File: config.mk
export PLATFORM = sky130hd
export DESIGN_NAME = decode_stage_flat
export DESIGN_NICKNAME = d
export VERILOG_FILES = /design/src/rtl/decode_stage_if.sv /design/src/rtl/decode_stage.sv /design/src/flat_wrapper.sv
export SDC_FILE = /design/constraint.sdc
export NUM_CORES = 2
export LEC_CHECK = 0
export CORE_MARGIN = 2
export CORE_UTILIZATION = 55
export CTS_CLUSTER_SIZE = 20
export DETAILED_ROUTE_END_ITERATION = 12
export HOLD_SLACK_MARGIN = 0.1
export PLACE_DENSITY = 0.78
export SETUP_SLACK_MARGIN = 0.1
export SKIP_CTS_REPAIR_TIMING = 1
export SLEW_MARGIN = 40
export SYNTH_ARGS = -nofsm -noshare
export SYNTH_HDL_FRONTEND = slang
export SYNTH_SLANG_ARGS = --single-unit
export TNS_END_PERCENT = 100
File: constraint.sdc
create_clock -name clk -period 12.67 [get_ports clk]
set_clock_uncertainty 0.1 [all_clocks]
set_input_delay 2.534 -clock clk [delete_from_list [all_inputs] [get_ports clk]]
set_output_delay 2.534 -clock clk [all_outputs]
set_load 0.01 [all_outputs]
File: src/rtl/decode_stage_if.sv
// rtl/decode_stage_if.sv - fetch, hazard, control and writeback signals of the decode stage
interface decode_stage_if #(
  parameter int XLEN = 32,
  parameter int PC_W = 10
);
  logic [31:0]     InstrF;
  logic [PC_W-1:0] PCF;
  logic [PC_W-1:0] PCPlus4F;
  logic            StallD;
  logic            FlushD;
  logic [2:0]      ImmSrcD;
  logic            RegWriteW;
  logic [4:0]      RdW;
  logic [XLEN-1:0] ResultW;
  logic [31:0]     InstrD;
  logic [PC_W-1:0] PCD;
  logic [PC_W-1:0] PCPlus4D;
  logic            ValidD;
  logic [XLEN-1:0] RD1D;
  logic [XLEN-1:0] RD2D;
  logic [XLEN-1:0] ImmExtD;
  logic [4:0]      Rs1D;
  logic [4:0]      Rs2D;
  logic [4:0]      RdD;

  modport master (
    output InstrF, PCF, PCPlus4F, StallD, FlushD, ImmSrcD, RegWriteW, RdW, ResultW,
    input  InstrD, PCD, PCPlus4D, ValidD, RD1D, RD2D, ImmExtD, Rs1D, Rs2D, RdD
  );

  modport slave (
    input  InstrF, PCF, PCPlus4F, StallD, FlushD, ImmSrcD, RegWriteW, RdW, ResultW,
    output InstrD, PCD, PCPlus4D, ValidD, RD1D, RD2D, ImmExtD, Rs1D, Rs2D, RdD
  );
endinterface

File: src/rtl/decode_stage.sv
// rtl/decode_stage.sv - IF/ID pipeline register, bypassed register file and immediate generator
module decode_stage #(
  parameter int          XLEN = 32,
  parameter int          PC_W = 10,
  parameter logic [31:0] NOP  = 32'h0000_0013
) (
  input logic            clk,
  input logic            Reset,
  decode_stage_if.slave  bus
);

  logic [31:0]     instr_q;
  logic [PC_W-1:0] pc_q;
  logic [PC_W-1:0] pc4_q;
  logic            valid_q;
  logic [XLEN-1:0] regs [32];
  logic            wr_en;

  // Flush wins over stall so a squashed instruction never lingers in ID.
  always_ff @(posedge clk) begin
    if (!Reset || bus.FlushD) begin
      instr_q <= NOP;
      pc_q    <= {PC_W{1'b0}};
      pc4_q   <= {PC_W{1'b0}};
      valid_q <= 1'b0;
    end else if (!bus.StallD) begin
      instr_q <= bus.InstrF;
      pc_q    <= bus.PCF;
      pc4_q   <= bus.PCPlus4F;
      valid_q <= 1'b1;
    end
  end

  assign wr_en = bus.RegWriteW && (bus.RdW != 5'd0);

  always_ff @(posedge clk) begin
    if (!Reset) begin
      for (int i = 0; i < 32; i++) regs[i] <= {XLEN{1'b0}};
    end else if (wr_en) begin
      regs[bus.RdW] <= bus.ResultW;
    end
  end

  assign bus.InstrD   = instr_q;
  assign bus.PCD      = pc_q;
  assign bus.PCPlus4D = pc4_q;
  assign bus.ValidD   = valid_q;
  assign bus.Rs1D     = instr_q[19:15];
  assign bus.Rs2D     = instr_q[24:20];
  assign bus.RdD      = instr_q[11:7];

  // Write-through: a reader in the same cycle as the writeback sees the new value.
  always_comb begin
    bus.RD1D = {XLEN{1'b0}};
    bus.RD2D = {XLEN{1'b0}};
    if (wr_en && bus.RdW == instr_q[19:15])  bus.RD1D = bus.ResultW;
    else if (instr_q[19:15] != 5'd0)         bus.RD1D = regs[instr_q[19:15]];
    if (wr_en && bus.RdW == instr_q[24:20])  bus.RD2D = bus.ResultW;
    else if (instr_q[24:20] != 5'd0)         bus.RD2D = regs[instr_q[24:20]];
  end

  always_comb begin
    bus.ImmExtD = {XLEN{1'b0}};
    case (bus.ImmSrcD)
      3'b000: bus.ImmExtD = {{20{instr_q[31]}}, instr_q[31:20]};
      3'b001: bus.ImmExtD = {{20{instr_q[31]}}, instr_q[31:25], instr_q[11:7]};
      3'b010: bus.ImmExtD = {{19{instr_q[31]}}, instr_q[31], instr_q[7], instr_q[30:25],
                             instr_q[11:8], 1'b0};
      3'b011: bus.ImmExtD = {{11{instr_q[31]}}, instr_q[31], instr_q[19:12], instr_q[20],
                             instr_q[30:21], 1'b0};
      3'b100: bus.ImmExtD = {instr_q[31:12], 12'b0};
      default: bus.ImmExtD = {XLEN{1'b0}};
    endcase
  end

endmodule

File: src/flat_wrapper.sv
// flat-port wrapper written by rule: the top's interface ports become plain ports
module decode_stage_flat 
#(
  parameter int          XLEN = 32,
  parameter int          PC_W = 10,
  parameter logic [31:0] NOP  = 32'h0000_0013
)
  (clk, Reset, bus_InstrF, bus_PCF, bus_PCPlus4F, bus_StallD, bus_FlushD, bus_ImmSrcD, bus_RegWriteW, bus_RdW, bus_ResultW, bus_InstrD, bus_PCD, bus_PCPlus4D, bus_ValidD, bus_RD1D, bus_RD2D, bus_ImmExtD, bus_Rs1D, bus_Rs2D, bus_RdD);
  decode_stage_if #(.XLEN(XLEN), .PC_W(PC_W)) bus_i ();
  input logic clk;
  input logic Reset;
  input wire logic [$bits(bus_i.InstrF)-1:0] bus_InstrF;
  input wire logic [$bits(bus_i.PCF)-1:0] bus_PCF;
  input wire logic [$bits(bus_i.PCPlus4F)-1:0] bus_PCPlus4F;
  input wire logic [$bits(bus_i.StallD)-1:0] bus_StallD;
  input wire logic [$bits(bus_i.FlushD)-1:0] bus_FlushD;
  input wire logic [$bits(bus_i.ImmSrcD)-1:0] bus_ImmSrcD;
  input wire logic [$bits(bus_i.RegWriteW)-1:0] bus_RegWriteW;
  input wire logic [$bits(bus_i.RdW)-1:0] bus_RdW;
  input wire logic [$bits(bus_i.ResultW)-1:0] bus_ResultW;
  output wire logic [$bits(bus_i.InstrD)-1:0] bus_InstrD;
  output wire logic [$bits(bus_i.PCD)-1:0] bus_PCD;
  output wire logic [$bits(bus_i.PCPlus4D)-1:0] bus_PCPlus4D;
  output wire logic [$bits(bus_i.ValidD)-1:0] bus_ValidD;
  output wire logic [$bits(bus_i.RD1D)-1:0] bus_RD1D;
  output wire logic [$bits(bus_i.RD2D)-1:0] bus_RD2D;
  output wire logic [$bits(bus_i.ImmExtD)-1:0] bus_ImmExtD;
  output wire logic [$bits(bus_i.Rs1D)-1:0] bus_Rs1D;
  output wire logic [$bits(bus_i.Rs2D)-1:0] bus_Rs2D;
  output wire logic [$bits(bus_i.RdD)-1:0] bus_RdD;
  assign bus_i.InstrF = bus_InstrF;
  assign bus_i.PCF = bus_PCF;
  assign bus_i.PCPlus4F = bus_PCPlus4F;
  assign bus_i.StallD = bus_StallD;
  assign bus_i.FlushD = bus_FlushD;
  assign bus_i.ImmSrcD = bus_ImmSrcD;
  assign bus_i.RegWriteW = bus_RegWriteW;
  assign bus_i.RdW = bus_RdW;
  assign bus_i.ResultW = bus_ResultW;
  assign bus_InstrD = bus_i.InstrD;
  assign bus_PCD = bus_i.PCD;
  assign bus_PCPlus4D = bus_i.PCPlus4D;
  assign bus_ValidD = bus_i.ValidD;
  assign bus_RD1D = bus_i.RD1D;
  assign bus_RD2D = bus_i.RD2D;
  assign bus_ImmExtD = bus_i.ImmExtD;
  assign bus_Rs1D = bus_i.Rs1D;
  assign bus_Rs2D = bus_i.Rs2D;
  assign bus_RdD = bus_i.RdD;
  decode_stage #(.XLEN(XLEN), .PC_W(PC_W), .NOP(NOP)) u_core (.clk(clk), .Reset(Reset), .bus(bus_i));
endmodule
==> results.txt <==
Outcome: completed
Critical path arrival: 6.50 ns
Final core utilization: 0.631
Top Layer Used: met5
Worst Tran Pin Value: 0.998 ns
Synth area leader: edfxtp_1
Crit start category: input port
Synth async-reset ratio: 0
Routed Antenna Nets: 0
Reg2Reg Depth: 2
Tcrit/Tclk final: 0.721
Mapped Avg Cell Area: 14.4 um^2
Clock buffer depth: 3
Slew Limit Headroom: 0.329
Final-report setup violation count: 0
Leading post-synthesis cells by cell area: edfxtp_1, mux4_2, and2_1
Share of cells above drive strength 1: 0.213
Seq pwr share: 0.504
Die Wd: 328 um
Via count: 40300
Total CTS buffers: 111
Worst slack at placement: 3.67 ns
CP dominant cell by count: clkdlybuf4s50_1
Final HPWL DP: 118000 um
Reg2Reg Setup Slack: 11.52 ns
Power Dens Cells: 129 nW/um^2
Root Buffer: clkbuf_16
Clock Latency Late Sink: 0.71 ns
CP Launch Point: bus_RdW[3]
Synthesized flop and latch total: 1087
Clk pwr share: 0.386
Sequential-to-total area share from yosys stat: 0.556
Mapped Cells: 4005
Layout Nets: 4195
Core area: 104000 um^2
CP Max Fanout: 33
Vias in the first global route: 39300
H-tree depth: 3
Initial antenna violation count: 12
CTS tree: built
CTS Sinks: 1087
Peak supply drop: 0.112 mV
CP Data Required Time: 10.04 ns
Area Growth Syn to Fin: 13.5%
Max-cap viol count: 0
Multi-input gate area: 24500 um^2
Switching power share of the total: 0.252
Critical path destination: bus_RD1D[30]
Residual DRC: 0
Clk slew on worst S/H paths: 0.06 ns
Main flop type after synthesis: edfxtp_1
Fin Setup TNS: 0 ns
Hold/Removal Path Class: reg -> reg
Die area: 107000 um^2
Final hold vios: 0
Num rows: 118
Fillers: 7303
Drt initial violations: 6768
Crit-path slowest cell: or3_1
Comb pwr share: 0.110
Crit path largest cell delay: 0.72 ns
RR Startpoint: u_core.bus.InstrD[24]$_SDFFE_PP0N_
CP Capture Type: output port
Final WS setup: 3.54 ns
Int Pwr: 6300 uW
First-pass DRT Iterations: 8
RSZ-0062 raised after global routing: false
Largest net degree at the start of global routing: 101
Wire per inst: 35.6 um
Leakage: 0.0213 uW
PortBufs: 260
Routed met2 length: 87900 um
Metal3 WL: 32600 um
Clock period minus worst slack: 9.13 ns
Slew Viols, Final: 0
Total I/O pin count: 261
Via-per-instance ratio: 7.23
FMAX: 0.109 GHz
DIE HEIGHT: 328 um
Grt total ovfl: 0
Routed WL: 199000 um
First-pass GRT wire length: 279000 um
Number of flops mapped to enable cells by yosys: 1024
Syn Std Cell Area: 57600 um^2
Placer Congestion: 0.903
M1 WL: 65600 um
WS Path Type: in -> out
Sw power: 2120 uW
Total Routing Usage GR: 0.366
Synth cell types: 49
Worst hold path depth: 2
Starting Density: 0.556
Synth top area share: 0.534
Yosys warns: 0
Register area: 32000 um^2
Worst path cell trace: clkdlybuf4s50_1 -> or3_1 -> o31ai_4 -> nor3_2 -> buf_4 -> a21oi_4 -> buf_8 -> a32o_1 -> clkdlybuf4s50_1
Reg-to-Reg End: u_core.bus.InstrD[24]$_SDFFE_PP0N_
critical path, delay by kind of cell:
kind	cells	cell delay (ns)
compound gates	3	1.35
simple gates	2	0.82
buf+inv	4	1.77
per-layer routing:
layer | global-route usage | vias up
met2 | 0.544 | 3893
met3 | 0.132 | 840
met1 | 0.473 | 20000
met5 | 0.0111 | -
met4 | 0.198 | 16
li1 | - | 15600
stage by stage:
stage / area [um^2] / instances / total power [uW] / hold slack, ns
after floorplan: 57700 / 4036 / 4800 / 0.374
after global placement: 61700 / 5356 / 5170 / 0.338
after detailed placement: 61800 / 5365 / 5200 / 0.357
after CTS: 65300 / 5571 / 8380 / 0.368
after global routing: 65400 / 5571 / 8580 / 0.395
final: 65400 / 5579 / 8420 / 0.361
cells in the final DEF, fill, tap and decap left out, types with 9 or more instances in the layout:
master and instances:
a21o_1 11, a22oi_1 121, nor2b_1 12, conb_1 32
clkinv_1 30, nor3_1 31, a211oi_1 29, and2_1 996
nor2_2 30, clkbuf_1 17, dfxtp_1 55, nor2_1 123
clkdlybuf4s50_1 226, edfxtp_1 1024, o21ai_4 31, a22o_1 62
o21ai_0 14, o22ai_1 104, a31oi_1 9, clkinv_2 21
buf_4 104, nand3_1 45, o2111ai_1 39, buf_2 34
buf_6 9, xnor2_1 11, mux4_2 465, clkbuf_16 113
nor4_1 11, mux2i_1 197, nand2_1 52
worst min-delay path by stage:
| stage | start | endpoint | slack [ns] |
|---|---|---|---|
| after floorplan | u_core.bus.ValidD$_SDFFE_PP0N_ | u_core.bus.ValidD$_SDFFE_PP0N_ | 0.37 |
| after global placement | u_core.bus.ValidD$_SDFFE_PP0N_ | u_core.bus.ValidD$_SDFFE_PP0N_ | 0.34 |
| after detailed placement | u_core.bus.InstrD[0]$_SDFFE_PP1N_ | u_core.bus.InstrD[0]$_SDFFE_PP1N_ | 0.36 |
| after CTS | u_core.bus.ValidD$_SDFFE_PP0N_ | u_core.bus.ValidD$_SDFFE_PP0N_ | 0.37 |
| after global routing | u_core.bus.InstrD[4]$_SDFFE_PP1N_ | u_core.bus.InstrD[4]$_SDFFE_PP1N_ | 0.39 |
| final | u_core.bus.ValidD$_SDFFE_PP0N_ | u_core.bus.ValidD$_SDFFE_PP0N_ | 0.36 |
cell type report:
class	instances	share of cell area
Clock buffer	132	0.0446
Inverter	3	0.000172
Multi-Input combinational cell	2511	0.374
Antenna cell	8	0.000306
Tap cell	1380	0.0264
Sequential cell	1087	0.490
Clock inverter	74	0.00985
Timing Repair Buffer	384	0.0547
synth_stat cells, types with 2 or more instances:
| master | count |
|---|---|
| xnor2_1 | 11 |
| o21ai_0 | 45 |
| o31ai_4 | 2 |
| clkbuf_1 | 312 |
| mux2i_1 | 200 |
| or3_1 | 3 |
| buf_1 | 15 |
| a32oi_1 | 5 |
| nor2b_1 | 22 |
| o2111ai_1 | 39 |
| nor4_1 | 15 |
| a22o_1 | 62 |
| nor3_1 | 33 |
| edfxtp_1 | 1024 |
| buf_6 | 2 |
| buf_2 | 89 |
| dfxtp_1 | 63 |
| buf_4 | 17 |
| a21oi_1 | 4 |
| o31ai_1 | 6 |
| a22oi_1 | 121 |
| a31oi_1 | 9 |
| a221o_1 | 2 |
| mux4_2 | 465 |
| a21o_1 | 11 |
| o22ai_1 | 105 |
| a32o_1 | 7 |
| a211oi_1 | 29 |
| nor2_1 | 156 |
| a211o_1 | 6 |
| nand2b_1 | 7 |
| and2_1 | 997 |
| nand2_1 | 55 |
| nand3_1 | 45 |
| nand3b_1 | 5 |
| inv_1 | 3 |
power by group through the flow:
stage          Sequential, uW  Clock (uW)  Combinational (uW)
6_report                 4240        3260                 923
5_1_grt                  4260        3380                 943
4_1_cts                  4240        3250                 894
3_5_place_dp             4310           0                 889
3_3_place_gp             4290           0                 877
2_1_floorplan            4270           0                 527
cells by family (layout without fill, tap and decap cells):
family                    after synthesis  after routing  synth area share
and+or+nand+nor                      1343           1343             0.135
DFF                                  1087           1087             0.556
muxes                                 665            665             0.217
AOI/OAI and AO/OA                     460            460            0.0591
buffers and inverters                 438            593            0.0318
xor gates and xnor gates               11             11           0.00167
other                                   1             40         0.0000651
flip-flops by register name (all words and copies together) (netlist names), named ones only:
name	flops
u_core.bus.PCPlus4D	10
u_core.regs	1024
u_core.bus.PCD	10
u_core.bus.ValidD	1
u_core.bus.InstrD	32
No activity file was read; power rests on OpenSTA's default activity.
